==> config.mk <==
export PLATFORM = sky130hd
export DESIGN_NAME = ifu
export DESIGN_NICKNAME = d
export VERILOG_FILES = /design/src/rtl/ifu_pkg.sv /design/src/rtl/ifu.sv
export SDC_FILE = /design/constraint.sdc
export NUM_CORES = 1
export LEC_CHECK = 0
export BUFFER_PORTS_ARGS = -buffer_cell sky130_fd_sc_hd__buf_2
export CAP_MARGIN = 20
export CELL_PAD_IN_SITES_DETAIL_PLACEMENT = 2
export CELL_PAD_IN_SITES_GLOBAL_PLACEMENT = 2
export CORE_UTILIZATION = 25
export DETAILED_ROUTE_END_ITERATION = 16
export HOLD_SLACK_MARGIN = 0.02
export PLACE_DENSITY_LB_ADDON = 0.3
export SLEW_MARGIN = 20
export SYNTH_ARGS = -nofsm -noshare
export SYNTH_HDL_FRONTEND = slang
export SYNTH_SLANG_ARGS = --single-unit
==> constraint.sdc <==
create_clock -name clk -period 2.89 [get_ports clk]
set_input_delay 0 -clock clk [delete_from_list [all_inputs] [get_ports clk]]
set_output_delay 0 -clock clk [all_outputs]
set_load 0.02 [all_outputs]
==> src/rtl/ifu_pkg.sv <==
// Shared types and constants for the instruction fetch unit.
package ifu_pkg;

  typedef enum logic [2:0] {
    IDLE,
    FETCH,
    WAIT,
    VALID,
    FAULT
  } ifu_state_t;

  localparam logic [31:0] NOP_INSTR = 32'h0000_0013;

endpackage

==> src/rtl/ifu.sv <==
// Instruction fetch unit: owns the PC, issues one instruction-memory request
// at a time and presents the fetched word to the execution unit.
module ifu
  import ifu_pkg::*;
#(
  parameter logic [31:0] RESET_VEC = 32'h0000_0000
) (
  input  logic        clk,
  input  logic        reset,
  input  logic        PCSrc,
  input  logic [31:0] IEUAdr,
  input  logic        Stall,
  output logic        ImemReq,
  output logic [31:0] ImemAdr,
  input  logic        ImemReady,
  input  logic        ImemRspValid,
  input  logic [31:0] ImemRspData,
  output logic [31:0] PC,
  output logic [31:0] PCPlus4,
  output logic [31:0] Instr,
  output logic        InstrValid,
  output logic        FetchFault
);

  ifu_state_t  state;
  logic [31:0] pc_q;
  logic [31:0] instr_q;
  logic        req_q;
  logic        valid_q;
  logic        fault_q;
  logic [31:0] next_pc;
  logic        misaligned;

  // Wraps silently at the top of the address space.
  assign PCPlus4    = pc_q + 32'd4;
  assign next_pc    = PCSrc ? IEUAdr : PCPlus4;
  assign misaligned = PCSrc && (IEUAdr[1:0] != 2'b00);

  assign PC         = pc_q;
  assign ImemAdr    = pc_q;
  assign ImemReq    = req_q;
  assign Instr      = instr_q;
  assign InstrValid = valid_q;
  assign FetchFault = fault_q;

  // NOTE: all state here is sequential, so every assignment is non-blocking;
  // mixing in blocking assignments would make the update order matter.
  always_ff @(posedge clk) begin
    if (!reset) begin
      state   <= IDLE;
      pc_q    <= RESET_VEC;
      instr_q <= NOP_INSTR;
      req_q   <= 1'b0;
      valid_q <= 1'b0;
      fault_q <= 1'b0;
    end else begin
      case (state)
        IDLE: begin
          state <= FETCH;
          req_q <= 1'b1;
        end
        FETCH: begin
          // Request stays up with a stable address until memory takes it.
          if (ImemReady) begin
            state <= WAIT;
            req_q <= 1'b0;
          end
        end
        WAIT: begin
          if (ImemRspValid) begin
            instr_q <= ImemRspData;
            valid_q <= 1'b1;
            state   <= VALID;
          end
        end
        VALID: begin
          // Stall freezes the instruction; a pending redirect is taken later.
          if (!Stall) begin
            pc_q    <= next_pc;
            instr_q <= NOP_INSTR;
            valid_q <= 1'b0;
            if (misaligned) begin
              fault_q <= 1'b1;
              state   <= FAULT;
            end else begin
              req_q <= 1'b1;
              state <= FETCH;
            end
          end
        end
        FAULT: begin
          state <= FAULT;
        end
        default: begin
          state   <= IDLE;
          req_q   <= 1'b0;
          valid_q <= 1'b0;
        end
      endcase
    end
  end

endmodule
Word-level counts from Yosys, hierarchy flattened
Cells that the tools add are included.
W data, S select, Z words.
- add/sub/neg operators: 1
- equal/unequal tests: 8
- muxes and demuxes: 16
- bitwise logic cells: 3
- reductions and logical operators: 12
- operators by type and width (operator ; number):
    $mux W32 ; 3
    $pmux W32 S2 ; 1
    $add A32 B3 Y32 const B ; 1
    $pmux W3 S5 ; 1
    $mux W3 ; 4
    $reduce_and A3 Y1 ; 4
    $ne A2 B2 Y1 const B ; 4
    $eq A3 B2 Y1 const B ; 2
    $mux W1 ; 5
    $pmux W1 S4 ; 1
    $reduce_and A4 Y1 ; 1
    $reduce_bool A2 Y1 ; 2
    $eq A3 B1 Y1 const B ; 1
    $eq A3 B3 Y1 const B ; 1
    $logic_not A3 Y1 ; 1
    $not A1 Y1 ; 3
    $pmux W1 S3 ; 1
    $reduce_or A3 Y1 ; 1
    $reduce_and A2 Y1 ; 1
    $reduce_or A2 Y1 ; 1
    $logic_and A1 B1 Y1 ; 1
- flip-flop bits (word level): 70
- input port bits: 70
- output and inout bits: 131
- logic and storage cells: 46

Longest topological paths before layout
- word-level depth: 5
- depth in mapped cells: 7
- gate-level depth less buffers: 6

Least setup slack after synthesis
No wires, ideal clock.
- kind: register -> register
- start point: register pc_q[2], in the netlist ImemAdr[2]
- end point: register pc_q[30], in the netlist ImemAdr[30]
- library setup time: 74 ps
- data arrival time: 2131 ps
- data required time: 2816 ps
- slack: 685 ps
- stages on the path, launching flop included: 8
- path buffers: 1
- period minus slack after synthesis: 2205 ps
- cells stage by stage: dfxtp_1 -> ha_1 -> and3_1 -> clkbuf_2 -> and4_1 -> nand4_1 -> or4_1 -> a31oi_1
- longest elaborated chain between the ends: 2
- ends and longest elaborated chain (what ; line ; text):
    from (decl) ; ifu.sv:26 ; logic [31:0] pc_q;
    from (signal assigned) ; ifu.sv:79 ; pc_q <= next_pc;
    $add A32 B3 Y32 ; ifu.sv:35 ; assign PCPlus4 = pc_q + 32'd4;
    $mux W32 ; ifu.sv:36 ; assign next_pc = PCSrc ? IEUAdr : PCPlus4;
No other way between the ends.
A chain may end at the register's enable or synchronous reset.

Final worst setup path
- start point: register pc_q[2], in the netlist ImemAdr[2]
- end point: output PCPlus4[26]
- longest elaborated chain between the ends: 1
- ends and longest elaborated chain (what ; line ; text):
    $add A32 B3 Y32 ; ifu.sv:35 ;
    to (decl) ; ifu.sv:19 ; output logic [31:0] PCPlus4,
No other way between the ends.

==> flow_metrics.env <==
export IMPL_status="completed"
export IMPL_multi_input_area_um2=2344
export IMPL_start_util_pct=25.98
export IMPL_cp_end_kind="output port"
export IMPL_wire_per_inst_um=18.79
export IMPL_cts_buffers=9
export IMPL_critPathMaxStageDelay_ns=0.48
export IMPL_utilization_pct=36.69
export IMPL_min_from="IEUAdr[7]"
export IMPL_die_h_um=131.4
export IMPL_grt_pass1_vias=5248
export IMPL_cts_tree="built"
export IMPL_syn_nets=614
export IMPL_slowest_stage="dfxtp_1"
export IMPL_p_per_area_nw_per_um2=422.7
export IMPL_drcViolationCount=0
export IMPL_wl_um=18020
export IMPL_gp_congestion=0.7981
export IMPL_period_needed_ns=2.518
export IMPL_final_common_cell="buf_2"
export IMPL_antenna_found_initial=0
export IMPL_core_area_um2=16120
export IMPL_port_buffers=200
export IMPL_rrSetupSlack_ns=0.56
export IMPL_hold_slack_ns=0.02575
export IMPL_final_nets=809
export IMPL_critical_path_top_delay_family="simple AND/OR/NAND/NOR gates"
export IMPL_syn_inst=543
export IMPL_cts_setup_buffers=0
export IMPL_fin_tns_setup_ns=0
export IMPL_seq_area_um2=1401
export IMPL_vias_per_cell=5.034
export IMPL_ys_warn_count=0
export IMPL_htreeDepth=3
export IMPL_grt_pass1_wl_um=28920
export IMPL_firstDrtPassIters=4
export IMPL_cp_arrival_ns=2.52
export IMPL_min_path_type="input pin to flop"
export IMPL_pin_count=201
export IMPL_cts_resized_gates=0
export IMPL_drive_gt1_share_pct=32.84
export IMPL_synth_edf_count=0
export IMPL_grt_max_degree=69
export IMPL_drtIter0Drc=201
export IMPL_cts_hold_buf=46
export IMPL_power_uw=2499
export IMPL_cp_required_ns=2.89
export IMPL_p_leak_uw=0.002720
export IMPL_critPathBufInv=2
export IMPL_finalMaxSlewViolations=0
export IMPL_syn_area_per_cell_um2=7.710
export IMPL_mappedNetlistArea_um2=4187
export IMPL_r2r_end="ImemAdr[26]"
export IMPL_vias=4828
export IMPL_min_period_over_period_pct=87.14
export IMPL_start_kind="flop"
export IMPL_synthFlopType="dfxtp_1"
export IMPL_relSlewSlack_pct=52.94
export IMPL_worstSetupPathType="flop to output port"
export IMPL_final_setup_viol_count=0
export IMPL_areaGrowthSynthToFinish_pct=41.24
export IMPL_cts_root_buffer="clkbuf_16"
export IMPL_fill_cells=1911
export IMPL_max_cap_violations=0
export IMPL_crit_cells=7
export IMPL_worstMarginPinSlew_ns=0.7059
export IMPL_cp_startpoint="ImemAdr[2]"
export IMPL_clock_path_buffers=2
export IMPL_clock_skew_ns=0.005917
export IMPL_endpoint="PCPlus4[26]"
export IMPL_synth_distinct_cells=56
export IMPL_cp_max_fo=9
export IMPL_dieArea_um2=17270
export IMPL_insertion_delay_ns=0.35
export IMPL_clkSinkCount=70
export IMPL_ys_async_sr_fraction_pct=0
export IMPL_most_common_layout_cells="buf_2, dfxtp_1, nand2_1, nand3_1, dlygate4sd3_1"
export IMPL_dpl_hpwl_um=12520
export IMPL_path_cells="ha_1 -> nand3_1 -> nor4_1 -> buf_4 -> and4_1 -> xor2_1 -> buf_2"
export IMPL_clk_pin_slew_ns=0.06
export IMPL_worstRegToRegCells=7
export IMPL_grt_overflow_total=0
export IMPL_hold_viol=0
export IMPL_row_count=46
export IMPL_power_ir_vdd_worst_v=0.0002743
export IMPL_grt_total_usage_pct=21.08
export IMPL_fmax_mhz=397.1
export IMPL_layoutNonFillerInstCount=959
export IMPL_ant_nets=0
export IMPL_antenna_cells=0
export IMPL_synth_seq_cells=70
export IMPL_crit_reg2reg_launch="ImemAdr[2]"
export IMPL_die_w_um=131.4
export IMPL_place_inst=897
export IMPL_rsz0062_at_grt="no"
export IMPL_synth_seq_area_share_pct=33.47
## per-layer routing
layer	global-route usage, %	wire (um)	part of all wire [%]
met3	5.903	905	5.0
met1	24.25	7667	43
met2	37.36	9072	50
met4	6.718	378	2.1
met5	0	0	0
## cell usage after synthesis, types with 3 or more instances
cell type,n,area [um2]
a21boi_0,29,217.7
a21oi_1,18,90.09
a22o_1,3,26.28
a22oi_1,4,30.03
a31oi_1,16,100.1
a32o_1,5,50.05
a32oi_1,3,26.28
and2_1,8,50.05
and3_1,9,56.30
and4_1,6,52.55
buf_1,4,15.01
buf_2,6,30.03
buf_4,34,255.2
clkbuf_1,31,116.4
dfxtp_1,70,1401
inv_1,7,26.28
mux2i_1,3,30.03
nand2_1,64,240.2
nand2b_1,6,37.54
nand3_1,50,250.2
nand4_1,12,75.07
nor2_1,32,120.1
nor2b_1,5,31.28
nor3_1,12,60.06
nor4_1,4,25.02
o21a_1,3,22.52
o21ai_0,28,140.1
o2bb2ai_1,3,26.28
o31ai_1,6,45.04
or2_2,3,18.77
or4_1,3,22.52
xnor2_1,14,122.6
xor2_1,12,105.1
## cell type report
class / count / area share, %
sequential: 70 / 23.70
tap: 216 / 4.570
multi-input combinational: 389 / 39.63
clock buffer: 11 / 4.105
timing repair buffer: 260 / 26.49
inverter: 8 / 0.5078
clock inverter: 5 / 0.9945
## worst min path at each step
stage	endpoint	slack, ns	depth (start not counted)
finish	ImemAdr[7]	0.03	4
global route	ImemAdr[7]	0.05	4
CTS	ImemAdr[22]	0.02	4
detailed placement	Instr[7]	0.26	3
global placement	Instr[15]	0.24	3
floorplan	Instr[15]	0.14	2
## worst min-delay path: stages
cell	delay, ns
buf_2	0.10
nand2b_1	0.10
o211ai_1	0.08
nand2_1	0.06
## power breakdown
part	switching (uW)	leakage (uW)	internal, uW
combinational	184	0.00201	146
sequential	27.6	0.000566	987
clock	463	0.000142	692
total	674	0.00272	1830
## registers in the layout, indices dropped and copies added, names as in the netlist
signal	cells
ImemAdr	32
InstrValid	1
FetchFault	1
Instr	32
state	3
ImemReq	1
## metrics by stage
| stage | setup WS, ns | instance area, um2 |
|---|---|---|
| after floorplan | 0.6847 | 4187 |
| after global placement | 0.7524 | 5151 |
| after detailed placement | 0.6043 | 5151 |
| after CTS | 0.3431 | 5913 |
| after global routing | 0.1735 | 5913 |
| final | 0.3717 | 5913 |
## logic make-up after synthesis
| kind of cell | after synthesis | synth area share (%) |
|---|---|---|
| AND/OR/NAND/NOR | 226 | 27.56 |
| AO/OA/AOI/OAI | 132 | 21.46 |
| buffers and inverters | 84 | 10.79 |
| flip-flops | 70 | 33.47 |
| XOR/XNOR | 26 | 5.439 |
| multiplexers | 4 | 0.9863 |
| adder cells (fa/ha/maj) | 1 | 0.2988 |
(Power assumes the default switching activity.)
